[src/rtl/mul_pkg.sv]
// Shared encodings and defaults for the repeated-addition multiplier control path.
package mul_pkg;

    localparam int STATE_W      = 3;
    localparam int CNT_W_DEF    = 16;
    localparam int MAX_ITER_DEF = 65535;

    localparam logic [STATE_W-1:0] ENC_IDLE   = 3'd0;
    localparam logic [STATE_W-1:0] ENC_LOAD_A = 3'd1;
    localparam logic [STATE_W-1:0] ENC_LOAD_B = 3'd2;
    localparam logic [STATE_W-1:0] ENC_CALC   = 3'd3;
    localparam logic [STATE_W-1:0] ENC_DONE   = 3'd4;

    typedef enum logic [STATE_W-1:0] {
        IDLE   = ENC_IDLE,
        LOAD_A = ENC_LOAD_A,
        LOAD_B = ENC_LOAD_B,
        CALC   = ENC_CALC,
        DONE   = ENC_DONE
    } state_t;

endpackage

[src/rtl/mul_ctrl_if.sv]
// Host handshake plus datapath strobes of the multiplier control path.
// master = host/datapath side, slave = controller side.
interface mul_ctrl_if;

    logic start;
    logic abort;
    logic eqz;
    logic ldA;
    logic ldB;
    logic ldP;
    logic clrP;
    logic decB;
    logic busy;
    logic done;
    logic err;

    modport master (
        output start, abort, eqz,
        input  ldA, ldB, ldP, clrP, decB, busy, done, err
    );

    modport slave (
        input  start, abort, eqz,
        output ldA, ldB, ldP, clrP, decB, busy, done, err
    );

endinterface

[src/rtl/mul_iter_cnt.sv]
// Iteration counter for the CALC loop: sync clear, enable, and a terminal
// flag at MAX_ITER-1. The count never advances past the terminal value.
module mul_iter_cnt #(
    parameter int CNT_W    = 16,
    parameter int MAX_ITER = 65535
) (
    input  logic clk,
    input  logic rst_n,
    input  logic clr,
    input  logic en,
    output logic tc
);

    localparam logic [CNT_W-1:0] LAST = CNT_W'(MAX_ITER - 1);

    logic [CNT_W-1:0] cnt;

    assign tc = (cnt == LAST);

    // Count up while enabled, holding at the terminal value instead of wrapping.
    always_ff @(posedge clk or negedge rst_n) begin
        if (!rst_n) begin
            cnt <= '0;
        end else if (clr) begin
            cnt <= '0;
        end else if (en && !tc) begin
            cnt <= cnt + 1'b1;
        end
    end

endmodule

[src/rtl/mul_ctrl.sv]
// Control path for the 16-bit repeated-addition multiplier (P = A * B).
//
//   state  | meaning
//   -------+-------------------------------------------------------------
//   IDLE   | waiting for start; all outputs low, iteration count cleared
//   LOAD_A | ldA for one cycle (A from data bus)
//   LOAD_B | ldB + clrP for one cycle (B from data bus, P cleared)
//   CALC   | P <= P + A and B-- each cycle B != 0; exits on eqz or limit
//   DONE   | product valid, err valid; waits for start to drop
//
// ldP/decB are the only Mealy outputs (qualified by eqz in CALC), so they
// are never asserted alongside the registered ldA/ldB/clrP strobes.
module mul_ctrl
    import mul_pkg::*;
#(
    parameter int CNT_W    = CNT_W_DEF,
    parameter int MAX_ITER = MAX_ITER_DEF
) (
    input  logic       clk,
    input  logic       rst_n,
    mul_ctrl_if.slave  bus
);

    state_t state;
    logic   lda_q;
    logic   ldb_q;
    logic   clrp_q;
    logic   busy_q;
    logic   done_q;
    logic   err_q;
    logic   in_calc;
    logic   iter_clr;
    logic   iter_en;
    logic   iter_tc;

    assign iter_clr = (state == IDLE);
    assign iter_en  = in_calc && !bus.eqz && !bus.abort;

    mul_iter_cnt #(
        .CNT_W    (CNT_W),
        .MAX_ITER (MAX_ITER)
    ) u_iter (
        .clk   (clk),
        .rst_n (rst_n),
        .clr   (iter_clr),
        .en    (iter_en),
        .tc    (iter_tc)
    );

    // State register, transitions and registered output decode.
    always_ff @(posedge clk or negedge rst_n) begin
        if (!rst_n) begin
            state   <= IDLE;
            lda_q   <= 1'b0;
            ldb_q   <= 1'b0;
            clrp_q  <= 1'b0;
            busy_q  <= 1'b0;
            done_q  <= 1'b0;
            err_q   <= 1'b0;
            in_calc <= 1'b0;
        end else begin
            lda_q  <= 1'b0;
            ldb_q  <= 1'b0;
            clrp_q <= 1'b0;
            case (state)
                IDLE: begin
                    // start beats a simultaneous abort here
                    if (bus.start) begin
                        state  <= LOAD_A;
                        lda_q  <= 1'b1;
                        busy_q <= 1'b1;
                        err_q  <= 1'b0;
                    end
                end
                LOAD_A: begin
                    if (bus.abort) begin
                        state  <= IDLE;
                        busy_q <= 1'b0;
                    end else begin
                        state  <= LOAD_B;
                        ldb_q  <= 1'b1;
                        clrp_q <= 1'b1;
                    end
                end
                LOAD_B: begin
                    if (bus.abort) begin
                        state  <= IDLE;
                        busy_q <= 1'b0;
                    end else begin
                        state   <= CALC;
                        in_calc <= 1'b1;
                    end
                end
                CALC: begin
                    if (bus.abort) begin
                        state   <= IDLE;
                        busy_q  <= 1'b0;
                        in_calc <= 1'b0;
                    end else if (bus.eqz || iter_tc) begin
                        state   <= DONE;
                        busy_q  <= 1'b0;
                        in_calc <= 1'b0;
                        done_q  <= 1'b1;
                        err_q   <= !bus.eqz;
                    end
                end
                DONE: begin
                    // err drops with done so IDLE presents all-zero outputs
                    if (!bus.start) begin
                        state  <= IDLE;
                        done_q <= 1'b0;
                        err_q  <= 1'b0;
                    end
                end
                default: begin
                    state   <= IDLE;
                    busy_q  <= 1'b0;
                    done_q  <= 1'b0;
                    err_q   <= 1'b0;
                    in_calc <= 1'b0;
                end
            endcase
        end
    end

    assign bus.ldA  = lda_q;
    assign bus.ldB  = ldb_q;
    assign bus.clrP = clrp_q;
    assign bus.busy = busy_q;
    assign bus.done = done_q;
    assign bus.err  = err_q;
    assign bus.ldP  = in_calc && !bus.eqz;
    assign bus.decB = in_calc && !bus.eqz;

endmodule
[src/flat_wrapper.sv]
// flat-port wrapper written by rule: the top's interface ports become plain ports
module mul_ctrl_flat import mul_pkg::*;
#(
    parameter int CNT_W    = CNT_W_DEF,
    parameter int MAX_ITER = MAX_ITER_DEF
)
  (clk, rst_n, bus_start, bus_abort, bus_eqz, bus_ldA, bus_ldB, bus_ldP, bus_clrP, bus_decB, bus_busy, bus_done, bus_err);
  mul_ctrl_if bus_i ();
  input  logic clk;
  input  logic rst_n;
  input wire logic [$bits(bus_i.start)-1:0] bus_start;
  input wire logic [$bits(bus_i.abort)-1:0] bus_abort;
  input wire logic [$bits(bus_i.eqz)-1:0] bus_eqz;
  output wire logic [$bits(bus_i.ldA)-1:0] bus_ldA;
  output wire logic [$bits(bus_i.ldB)-1:0] bus_ldB;
  output wire logic [$bits(bus_i.ldP)-1:0] bus_ldP;
  output wire logic [$bits(bus_i.clrP)-1:0] bus_clrP;
  output wire logic [$bits(bus_i.decB)-1:0] bus_decB;
  output wire logic [$bits(bus_i.busy)-1:0] bus_busy;
  output wire logic [$bits(bus_i.done)-1:0] bus_done;
  output wire logic [$bits(bus_i.err)-1:0] bus_err;
  assign bus_i.start = bus_start;
  assign bus_i.abort = bus_abort;
  assign bus_i.eqz = bus_eqz;
  assign bus_ldA = bus_i.ldA;
  assign bus_ldB = bus_i.ldB;
  assign bus_ldP = bus_i.ldP;
  assign bus_clrP = bus_i.clrP;
  assign bus_decB = bus_i.decB;
  assign bus_busy = bus_i.busy;
  assign bus_done = bus_i.done;
  assign bus_err = bus_i.err;
  mul_ctrl #(.CNT_W(CNT_W), .MAX_ITER(MAX_ITER)) u_core (.clk(clk), .rst_n(rst_n), .bus(bus_i));
endmodule
[config.mk]
export PLATFORM = sky130hd
export DESIGN_NAME = mul_ctrl_flat
export DESIGN_NICKNAME = d
export VERILOG_FILES = /design/src/rtl/mul_pkg.sv /design/src/rtl/mul_ctrl_if.sv /design/src/rtl/mul_iter_cnt.sv /design/src/rtl/mul_ctrl.sv /design/src/flat_wrapper.sv
export SDC_FILE = /design/constraint.sdc
export NUM_CORES = 1
export LEC_CHECK = 0
export ABC_AREA = 1
export BUFFER_PORTS_ARGS = -buffer_cell sky130_fd_sc_hd__buf_2
export CAP_MARGIN = 30
export CORE_MARGIN = 10
export CORE_UTILIZATION = 23
export DETAILED_ROUTE_END_ITERATION = 8
export GPL_TIMING_DRIVEN = 0
export PLACE_DENSITY = 0.4
export SLEW_MARGIN = 20
export SYNTH_ARGS = -nofsm -noshare
export SYNTH_HDL_FRONTEND = slang
export SYNTH_SLANG_ARGS = --single-unit
[constraint.sdc]
create_clock -name clk -period 3.6 [get_ports clk]
set_input_delay 0.18 -clock clk [delete_from_list [all_inputs] [get_ports clk]]
set_output_delay 0.18 -clock clk [all_outputs]
set_load 0.05 [all_outputs]
==> results of run 1 <==
## Yosys cell counts, drive strengths merged
master	count
and2	1
buf	3
clkbuf	1
clkinv	2
dfrtp	25
ha	2
inv	31
nand2	66
nand3	23
nand4	10
nor2	29
nor3	4
o21ai	13
o21bai	2
o31ai	2
or2	1
xor2	6
## sequential cells by signal, summed over array words and instances (netlist names)
signal             flops
u_core.bus.busy        1
u_core.bus.ldA         1
u_core.bus.ldB         1
u_core.state           3
u_core.bus.err         1
u_core.in_calc         1
u_core.bus.done        1
u_core.u_iter.cnt     16
## where the power goes
group	internal (mW)	leakage [nW]	total (mW)	switching, mW
sequential	0.324	0.341	0.360	0.0368
combinational	0.115	0.496	0.448	0.332
clock	0.0778	0.0255	0.180	0.102
total	0.517	0.863	0.988	0.471
## area by class of cell
class	instances	share of cell area [%]
Inverter	33	7.15
Sequential cell	25	35.7
Tap cell	77	5.50
Multi-Input combinational cell	159	43.2
Buffer	4	1.72
Timing Repair Buffer	13	4.00
Clock inverter	1	0.286
Clock buffer	3	2.36
## layer usage
layer / wire [um] / share of wire [%] / up-vias / track usage, %
li1: - / - / 731 / -
met1: 2100 / 53 / 611 / 11.4
met2: 1710 / 44 / 6 / 12.4
met3: 44 / 1.1 / 5 / 0.885
met4: 74 / 1.9 / 0 / 3.63
met5: 0 / 0 / - / 0
## repair_timing
item                                   CTS  global route
gates resized for setup                  0             0
hold buffers                             1             0
buffers inserted                         0             0
endpoints found under the hold margin   25             0
## cell families after synthesis
family | Yosys count
fa+ha+maj | 2
flops | 25
simple gates | 134
xor+xnor | 6
compound gates | 17
buf+inv | 37
## worst max path at each step
stage	startpoint	endpoint	slack, ns	cells past startpoint
2_1_floorplan	u_core.in_calc	bus_ldP	2.04	3
3_3_place_gp	u_core.u_iter.cnt[0]	u_core.u_iter.cnt[2]	1.76	9
3_5_place_dp	u_core.u_iter.cnt[0]	u_core.u_iter.cnt[0]	1.77	9
4_1_cts	u_core.u_iter.cnt[0]	u_core.u_iter.cnt[0]	1.76	9
5_1_grt	u_core.u_iter.cnt[0]	u_core.u_iter.cnt[2]	1.61	9
6_report	u_core.u_iter.cnt[0]	u_core.u_iter.cnt[0]	1.80	9
## per-stage QoR
stage	hold slack, ns	worst slack [ns]	util, %
floorplan	-0.116	2.04	-
global placement	0.225	1.76	26.4
detailed placement	0.238	1.77	26.4
CTS	0.154	1.76	27.3
global route	0.160	1.61	27.3
finish	0.156	1.80	27.3
## worst max-delay path, stage by stage (launching register included)
cell and delay [ns]:
dfrtp_1 0.45, inv_1 0.11, ha_1 0.20, nand3_1 0.08, nor2_1 0.13, nand2_2 0.09, nand2_2 0.10, clkinv_1 0.27
nand3_1 0.15, o21ai_0 0.10
==> reports/results.md, run 1 <==
## Routing
• 0 — number of design rule violations left after detail routing
• 4.30 — drt via density
• 4 — TritonRoute pass-1 iters
• 12.5 um — DR WL/cell
• 69 — number of DRC markers in iteration 0
• 0 — number of nets with antenna violations after detailed routing
• 3930 um — WL final
• 1353 — number of vias in the routed layout

## Logic synthesis
• 0 — YS warnings
• dfrtp_1 41%, nand2_1 15%, inv_1 7.6% — synth top area cells
• 1.63% — post-synthesis share of cell area spent on full adders, half adders and majority gates
• 6.18% — fraction of the mapped netlist area in compound gates
• 221 — cell count after synthesis
• simple AND/OR/NAND/NOR gates — largest family of logic cells by synthesized area
• 228 — net count of the mapped netlist
• 22 — distinct cell type count after synthesis
• 1540 um2 — post-synthesis instance area
• 0% — mux cell area share after synthesis
• 25 — number of register bits inferred by synthesis
• 38.0% — Synth Area in Simple Gates
• 40.7% — share of synthesized area occupied by flip-flops and latches
• 3.42% — xor-xnor portion of the synthesized cell area
• 40.7% — top-area cell type share of the netlist area
• 6.96 um2 — synthesized area per cell
• dfrtp_1 — post-synthesis cell type with the largest combined area

## Final layout
• 62 x nand2_1, 31 x inv_1, 28 x nor2_1 — commonest non-fill, non-tap cells in the layout
• 1750 um2 — post-route design area
• 13.8% — growth of design area from synthesis to finish
• 687 — count of fill cells added during filler insertion
• nand2_1 — most common library cell in the layout ignoring fill and taps
• 0 — antenna cells
• 10.9% — fraction of final layout cells sized beyond drive strength 1
• 626 um2 — Reg area
• 246 — nets@finish
• 315 — number of standard cells in the layout, taps in and fillers out
• 757 um2 — multi-input combinational cell area

## Placed design
• 0.804 — Placer Congestion
• 12 — PortBufs
• 1690 um2 — placed cell area
• 310 — dpl cells
• 2990 um — Final HPWL DP

## Pwr
• 0.000236 V — peak ir drop on the vdd network
• 988 uW — Total Power Consumption
• 0.863 nW — P_leak
• 564 nW/um2 — pwr dens

## Timing
• 0 — Final Setup Violations
• 0.585 ns — actual transition at the worst max-transition pin
• 0.00698 ns — final clock skew
• false — RSZ-0062 raised after global routing
• 50.0% — part of the cycle the worst path needs
• 0 ns — setup tns final
• 0 — number of endpoints with negative hold slack in the final report
• 0 — number of pins with negative max-slew slack in the final report
• 1.80 ns — Final Critical Period
• 61.0% — worst slew margin relative to its limit
• 556 MHz — Fmax achieved

## Global routing
• 26 — largest net degree at the start of global routing
• 0 — total gr overflow
• 8.21% — total global routing track utilization
• 6760 um — first-pass GRT wire length
• 1324 — vias in the first global route
• 0 — antenna violations before repair

## Floorplan
• 102 um — die boundary width
• 6420 um2 — placeable core region
• 23.9% — Starting Density
• 10400 um2 — floorplan die area
• 29 — std cell rows
• 13 — Top-Level Pins
• 102 um — y dimension of the die

## Critical path
• u_core.u_iter.cnt[0] — capture instance of the worst register-to-register path
• 1.80 ns — flop2flop setup slack
• u_core.u_iter.cnt[0] — launch instance of the worst register-to-register path
• flip-flop — sort of element at the start of the critical path
• 9 — FF-to-FF path depth
• flip-flop — element type at the critical path end
• flip-flop to flip-flop — kind of critical path
• 3.77 ns — Data required, critical path
• 1.96 ns — data arrival at the endpoint of the critical path
• 9 — maximum fanout encountered on the critical timing path

## Hold path
• 2 — worst hold path depth
• primary input to flip-flop — worst min-delay path category
• bus_abort — Hold Crit Start
• u_core.bus.ldB — hold worst-path end

## CTS
• 25 — TritonCTS Sinks
• 3 — CTS buffer count
• 0.10 ns — Clk pin slew, worst setup/hold paths
• yes — clock tree from TritonCTS
• 2 — buffers from clock root to sink, at most
• clkbuf_8 — clock root cell
• 0.28 ns — latest clock arrival within the worst-skew pair
• 1 — level count of the clock H-tree

## Outcome
• finished clean — result of the run

## Job
• 0 — Max-cap violations

Power figures use the tool's default switching activity.
==> run 2, diff against run 1 <==
==> constraint.sdc (replaced) <==
create_clock -name clk -period 1.7 [get_ports clk]
set_input_delay 0.085 -clock clk [delete_from_list [all_inputs] [get_ports clk]]
set_output_delay 0.085 -clock clk [all_outputs]
set_load 0.05 [all_outputs]
==> run 2 against run 1 <==
Compared with the run above:
- core utilization grew 1.2 points
- combinational power up 140%
- global-route usage rose by 0.070 points
- largest power group unchanged
- cell area increased by 4.5%
- fmax grew 11%
- via count increased by 2.1%
- clock skew up 0.0027 ns
- die area unchanged
- non-clock buffer count rose by 5
- clock power is 110% higher
==> reports/results.md, run 2 (synthesized netlist as in run 1, its figures left out) <==
## Global routing
• 26 — largest net degree at the start of global routing
• 6800 um — first-pass GRT wire length
• 0 — total gr overflow
• 0 — antenna violations before repair
• 1332 — vias in the first global route
• 8.28% — total global routing track utilization

## Final layout
• 16.5% — fraction of final layout cells sized beyond drive strength 1
• 0 — antenna cells
• nand2_1 — most common library cell in the layout ignoring fill and taps
• 251 — nets@finish
• 61 x nand2_1, 30 x inv_1, 27 x nor2_1 — commonest non-fill, non-tap cells in the layout
• 28.5% — Post-Route Utilization
• u_core.u_iter.cnt x16, u_core.state x3 — registers with the most flip-flops
• 16 — max reg flops
• u_core.u_iter.cnt — register with the most flip-flops
• 19.0% — growth of design area from synthesis to finish

## Critical path
• flip-flop — sort of element at the start of the critical path
• u_core.u_iter.cnt[12] — capture instance of the worst register-to-register path
• 10 — maximum fanout encountered on the critical timing path
• 10 — FF-to-FF path depth
• dfrtp_1 — cell with the largest stage delay on the worst path
• 1.78 ns — data arrival at the endpoint of the critical path
• 0.08 ns — flop2flop setup slack
• u_core.u_iter.cnt[0] — launch instance of the worst register-to-register path
• 0.44 ns — peak per-stage delay on the critical path
• flip-flop to flip-flop — kind of critical path
• flip-flop — element type at the critical path end
• u_core.u_iter.cnt[0] — Critical path origin
• 1.86 ns — Data required, critical path
• inv_2 -> ha_2 -> nand3_1 -> nor2_1 -> nand2_2 -> nand2_4 -> nand2_8 -> inv_4 -> buf_8 -> o21ai_0 — worst-path cell chain

## CTS
• 25 — TritonCTS Sinks
• 2 — buffers from clock root to sink, at most
• 0.10 ns — Clk pin slew, worst setup/hold paths
• clkbuf_8 — clock root cell
• 0.28 ns — latest clock arrival within the worst-skew pair
• 3 — CTS buffer count
• 1 — level count of the clock H-tree
• yes — clock tree from TritonCTS

## Routing
• 50 — number of DRC markers in iteration 0
• 1381 — number of vias in the routed layout
• 0 — number of design rule violations left after detail routing
• 3970 um — WL final
• 0 — number of nets with antenna violations after detailed routing
• 4.32 — drt via density
• 12.4 um — DR WL/cell
• 6 — TritonRoute pass-1 iters

## Floorplan
• 6420 um2 — placeable core region
• 102 um — y dimension of the die
• 13 — Top-Level Pins
• 23.9% — Starting Density
• 29 — std cell rows
• 10400 um2 — floorplan die area
• 102 um — die boundary width

## Timing
• 60.5% — worst slew margin relative to its limit
• 1.62 ns — Final Critical Period
• 0 — number of pins with negative max-slew slack in the final report
• 0.0822 ns — post-route worst setup slack
• 618 MHz — Fmax achieved
• 0.592 ns — actual transition at the worst max-transition pin
• 95.2% — part of the cycle the worst path needs
• 0.0654 ns — WHS
• 0 — Final Setup Violations
• 0.00969 ns — final clock skew
• 0 — number of endpoints with negative hold slack in the final report
• 0 ns — setup tns final

## Hold path
• u_core.bus.ldB — hold worst-path end
• primary input to flip-flop — worst min-delay path category
• bus_abort — Hold Crit Start
• 2 — worst hold path depth

## Pwr
• 1200 nW/um2 — pwr dens
• 0.000501 V — peak ir drop on the vdd network
• 0.897 nW — P_leak

## Placed design
• 0.804 — Placer Congestion
• 12 — PortBufs
• 2990 um — Final HPWL DP
• -0.129 ns — post-place setup slack

## Job
• 0 — Max-cap violations

## Outcome
• finished clean — result of the run

[run 2: changes by cell type in the layout (fill, tap and decap cells not counted), sizes merged]
cell	previous run	this run
buf	15	20
clkinv	3	2
inv	31	32
[run 2: how the worst max path moves through the flow]
stage                            end  slack, ns  cells after the start
3_5_place_dp    u_core.u_iter.cnt[0]      -0.13                      9
4_1_cts        u_core.u_iter.cnt[12]      0.008                     10
5_1_grt         u_core.u_iter.cnt[9]     -0.008                     11
6_report       u_core.u_iter.cnt[12]       0.08                     10
3_3_place_gp    u_core.u_iter.cnt[2]      -0.14                      9
2_1_floorplan                bus_ldP       0.24                      3
[run 2: area by class of cell]
type / count / area (um2)
Sequential cell: 25 / 628
Inverter: 33 / 128
Buffer: 4 / 35.0
Timing Repair Buffer: 18 / 108
Tap cell: 77 / 96.3
Multi-Input combinational cell: 159 / 788
Clock inverter: 1 / 5.00
Fill cell: 684 / 4590
Clock buffer: 3 / 41.3
[run 2: report_power, final]
part | internal [mW] | switching [mW]
sequential | 0.686 | 0.0767
combinational | 0.314 | 0.742
clock | 0.165 | 0.211
total | 1.16 | 1.03
[run 2: critical path: cells and delay by family, from the launching register on]
kind	cells	cell delay, ns
simple gates	5	0.47
compound gates	1	0.08
fa+ha+maj	1	0.19
flops	1	0.44
buf+inv	3	0.31
[run 2: metal layers]
layer	share of wire, %	routed length, um	vias to the layer above	track usage [%]
met5	0	0	-	0
met3	1.1	44	5	0.885
met4	1.9	74	0	3.63
met2	44	1750	6	12.7
li1	-	-	743	-
met1	53	2100	627	11.4
[run 2: timing repair]
action,CTS,global route
hold buffers,1,0
hold endpoints to repair,25,0
pin swaps,0,2
setup endpoints to repair,13,14
buffers inserted,2,3
gates resized for setup,1,14
[run 2: through the flow]
stage	instances	cell area, um2	power (mW)
6_report	320	1830	2.19
3_3_place_gp	310	1690	1.75
4_1_cts	317	1770	2.16
3_5_place_dp	310	1690	1.75
5_1_grt	320	1830	2.37
2_1_floorplan	221	1540	1.47
==> run 3, diff against run 2 <==
--- a/config.mk
+++ b/config.mk
@@ -5,7 +5,6 @@
 export SDC_FILE = /design/constraint.sdc
 export NUM_CORES = 1
 export LEC_CHECK = 0
-export ABC_AREA = 1
 export BUFFER_PORTS_ARGS = -buffer_cell sky130_fd_sc_hd__buf_2
 export CAP_MARGIN = 30
 export CORE_MARGIN = 10
==> run 3 against run 2 <==
Compared with the run above:
- the run now ends with negative setup slack left
- routed wire length is 2.5% higher
- clock skew is 0.0050 ns lower
- count of clock-buffer cells in the layout rose by 1
- worst hold slack lost 0.0020 ns
- global-route usage shrank 0.37 points
- sequential cell count stayed put
- core utilization grew 2.6 points
- critical path type unchanged
- combinational power decreased by 23%
- critical endpoint is now u_core.u_iter.cnt[9]
- synthesized cell count is 26% lower
==> reports/results.md, run 3 <==
## Routing
• 43 — number of DRC markers in iteration 0
• 15.5 um — DR WL/cell
• 4070 um — WL final
• 0 — number of nets with antenna violations after detailed routing
• 0 — number of design rule violations left after detail routing
• 5 — TritonRoute pass-1 iters
• 5.38 — drt via density
• 1410 — number of vias in the routed layout

## Critical path
• or3b_4 -> or4_4 -> or3_4 -> a21oi_2 — worst-path cell chain
• or4_4 — cell with the largest stage delay on the worst path
• flip-flop to flip-flop — kind of critical path
• flip-flop — sort of element at the start of the critical path
• 1.91 ns — Data required, critical path
• flip-flop — element type at the critical path end
• 5 — maximum fanout encountered on the critical timing path
• 0.49 ns — peak per-stage delay on the critical path
• 2.02 ns — data arrival at the endpoint of the critical path

## Floorplan
• 5990 um2 — placeable core region
• 99.2 um — y dimension of the die
• 28 — std cell rows
• 13 — Top-Level Pins
• 9850 um2 — floorplan die area
• 24.1% — Starting Density
• 99.2 um — die boundary width

## Final layout
• u_core.u_iter.cnt x16, u_core.state x3 — registers with the most flip-flops
• 16 — max reg flops
• 0 — antenna cells
• dfrtp_1 — most common library cell in the layout ignoring fill and taps
• 21 x dfrtp_1, 16 x a21oi_1, 12 x nand2_1, 12 x buf_2 — commonest non-fill, non-tap cells in the layout
• 195 — nets@finish
• 1860 um2 — post-route design area
• 30.5% — fraction of final layout cells sized beyond drive strength 1
• u_core.u_iter.cnt — register with the most flip-flops
• 28.9% — growth of design area from synthesis to finish

## Placed design
• 0.804 — Placer Congestion
• 1610 um2 — placed cell area
• -0.477 ns — post-place setup slack
• 2810 um — Final HPWL DP
• 12 — PortBufs

## Pwr
• 0.000551 V — peak ir drop on the vdd network
• 0.688 nW — P_leak
• 1050 nW/um2 — pwr dens

## Timing
• 552 MHz — Fmax achieved
• 0 — number of pins with negative max-slew slack in the final report
• true — RSZ-0062 raised after global routing
• 59.2% — worst slew margin relative to its limit
• 1.81 ns — Final Critical Period
• 0.00472 ns — final clock skew
• 0 — number of endpoints with negative hold slack in the final report
• 107% — part of the cycle the worst path needs
• -0.111 ns — post-route worst setup slack
• 0.613 ns — actual transition at the worst max-transition pin
• 5 — Final Setup Violations

## Hold path
• primary input to flip-flop — worst min-delay path category

## CTS
• 0.27 ns — latest clock arrival within the worst-skew pair
• 3 — CTS buffer count
• 1 — level count of the clock H-tree
• clkbuf_8 — clock root cell
• yes — clock tree from TritonCTS
• 2 — buffers from clock root to sink, at most
• 25 — TritonCTS Sinks
• 0.10 ns — Clk pin slew, worst setup/hold paths

## Global routing
• 1368 — vias in the first global route
• 7.91% — total global routing track utilization
• 0 — antenna violations before repair
• 0 — total gr overflow
• 6560 um — first-pass GRT wire length
• 26 — largest net degree at the start of global routing

## Logic synthesis
• 25 x dfrtp_1, 17 x a21oi_1, 13 x nand3_1, 12 x nand2_1 — list of most frequent post-synthesis cells
• 1440 um2 — post-synthesis instance area
• dfrtp_1 43%, a21oi_1 5.9%, nand3_1 4.5% — synth top area cells
• 100% — fraction of registers with async set or reset after synthesis
• 43.3% — top-area cell type share of the netlist area
• dfrtp_1 — Primary FF master, synth
• dfrtp_1 — post-synthesis cell type with the largest combined area
• 0 — number of flops mapped to enable cells by yosys
• 164 — cell count after synthesis
• 25 — number of register bits inferred by synthesis
• dfrtp_1 — top-count cell post-synth
• 36 — distinct cell type count after synthesis
• 43.3% — share of synthesized area occupied by flip-flops and latches
• 8.80 um2 — synthesized area per cell
• 171 — net count of the mapped netlist
• 0 — YS warnings

## Outcome
• finished, violations left — result of the run
• negative setup slack — violations in the final reports

## Job
• 0 — Max-cap violations

## run 3: cell types whose count changed in the layout (fill, tap and decap cells not counted), moves of 5 or more
cell     change
o21ai_0      -7
xor2_1       -6
a21oi_1     +16
or3_1        +6
nand3_1     -12
nand4_1      -5
nor2_1      -18
inv_1       -28
nand2_1     -49
## run 3: per-stage QoR
step           TNS (ns)  hold slack [ns]  instances  power, mW  util, %
2_1_floorplan    -0.362           -0.211        164       1.30        -
3_3_place_gp      -5.51            0.138        251       1.50     26.9
3_5_place_dp      -6.02            0.140        251       1.50     26.9
4_1_cts           -2.04           0.0649        260       1.91     28.7
5_1_grt           -1.04           0.0645        262       2.09     31.1
6_report         -0.244           0.0634        262       1.96     31.1
## run 3: worst max-delay path, delay by kind of cell, from the launching register on
kind / cells / cell delay, ns
and+or+nand+nor: 3 / 1.25
DFF: 1 / 0.36
AOI/OAI and AO/OA: 1 / 0.13
## run 3: repair_timing
action                                  in CTS  in global routing
hold buffers                                 1                  0
endpoints found under the hold margin       25                  0
endpoints found under the setup margin      23                 23
cloned                                       0                  1
buffers inserted                             5                  3
pin swaps                                    4                  9
gates resized for setup                      5                 39
## run 3: cells by family (layout without fill, tap and decap cells)
family	after synthesis	after routing	synth area share [%]
adder cells (fa/ha/maj)	2	2	1.73
AND/OR/NAND/NOR	77	77	30.8
AO/OA/AOI/OAI	47	47	20.2
buffers and inverters	13	36	3.99
flip-flops	25	25	43.3
## run 3: power by group
part / switching, mW / internal [mW] / leakage, nW
clock network: 0.208 / 0.168 / 0.0228
logic: 0.560 / 0.262 / 0.338
registers: 0.0810 / 0.679 / 0.328
## run 3: cell type report
cell class              instances  area [um2]
multi-input cells             126         900
clock buffers                   4        45.0
fillers                       624        4130
plain buffers                   7        42.5
flip-flops and latches         25         631
repair buffers                 22         138
inverters                       3        11.3
well taps                      75        93.8
## run 3: worst paths after layout
path                            slack (ns)                   from                     to  depth (start not counted)
worst max-delay path                 -0.11         u_core.in_calc   u_core.u_iter.cnt[9]                          4
worst min-delay path                  0.06              bus_start         u_core.bus.ldA                          3
worst max register to register       -0.11         u_core.in_calc   u_core.u_iter.cnt[9]                          4
worst min register to register        0.54  u_core.u_iter.cnt[11]  u_core.u_iter.cnt[11]                          1
max in group asynchronous             0.91                  rst_n   u_core.u_iter.cnt[1]                          2
min in group asynchronous             0.36                  rst_n  u_core.u_iter.cnt[15]                          2
## run 3: routing by layer
layer	share of wire (%)	vias to the layer above	global-route usage, %
li1	-	672	-
met1	48	700	9.73
met2	46	34	12.8
met3	5.0	4	2.21
met4	0.76	0	2.98
met5	0	-	0
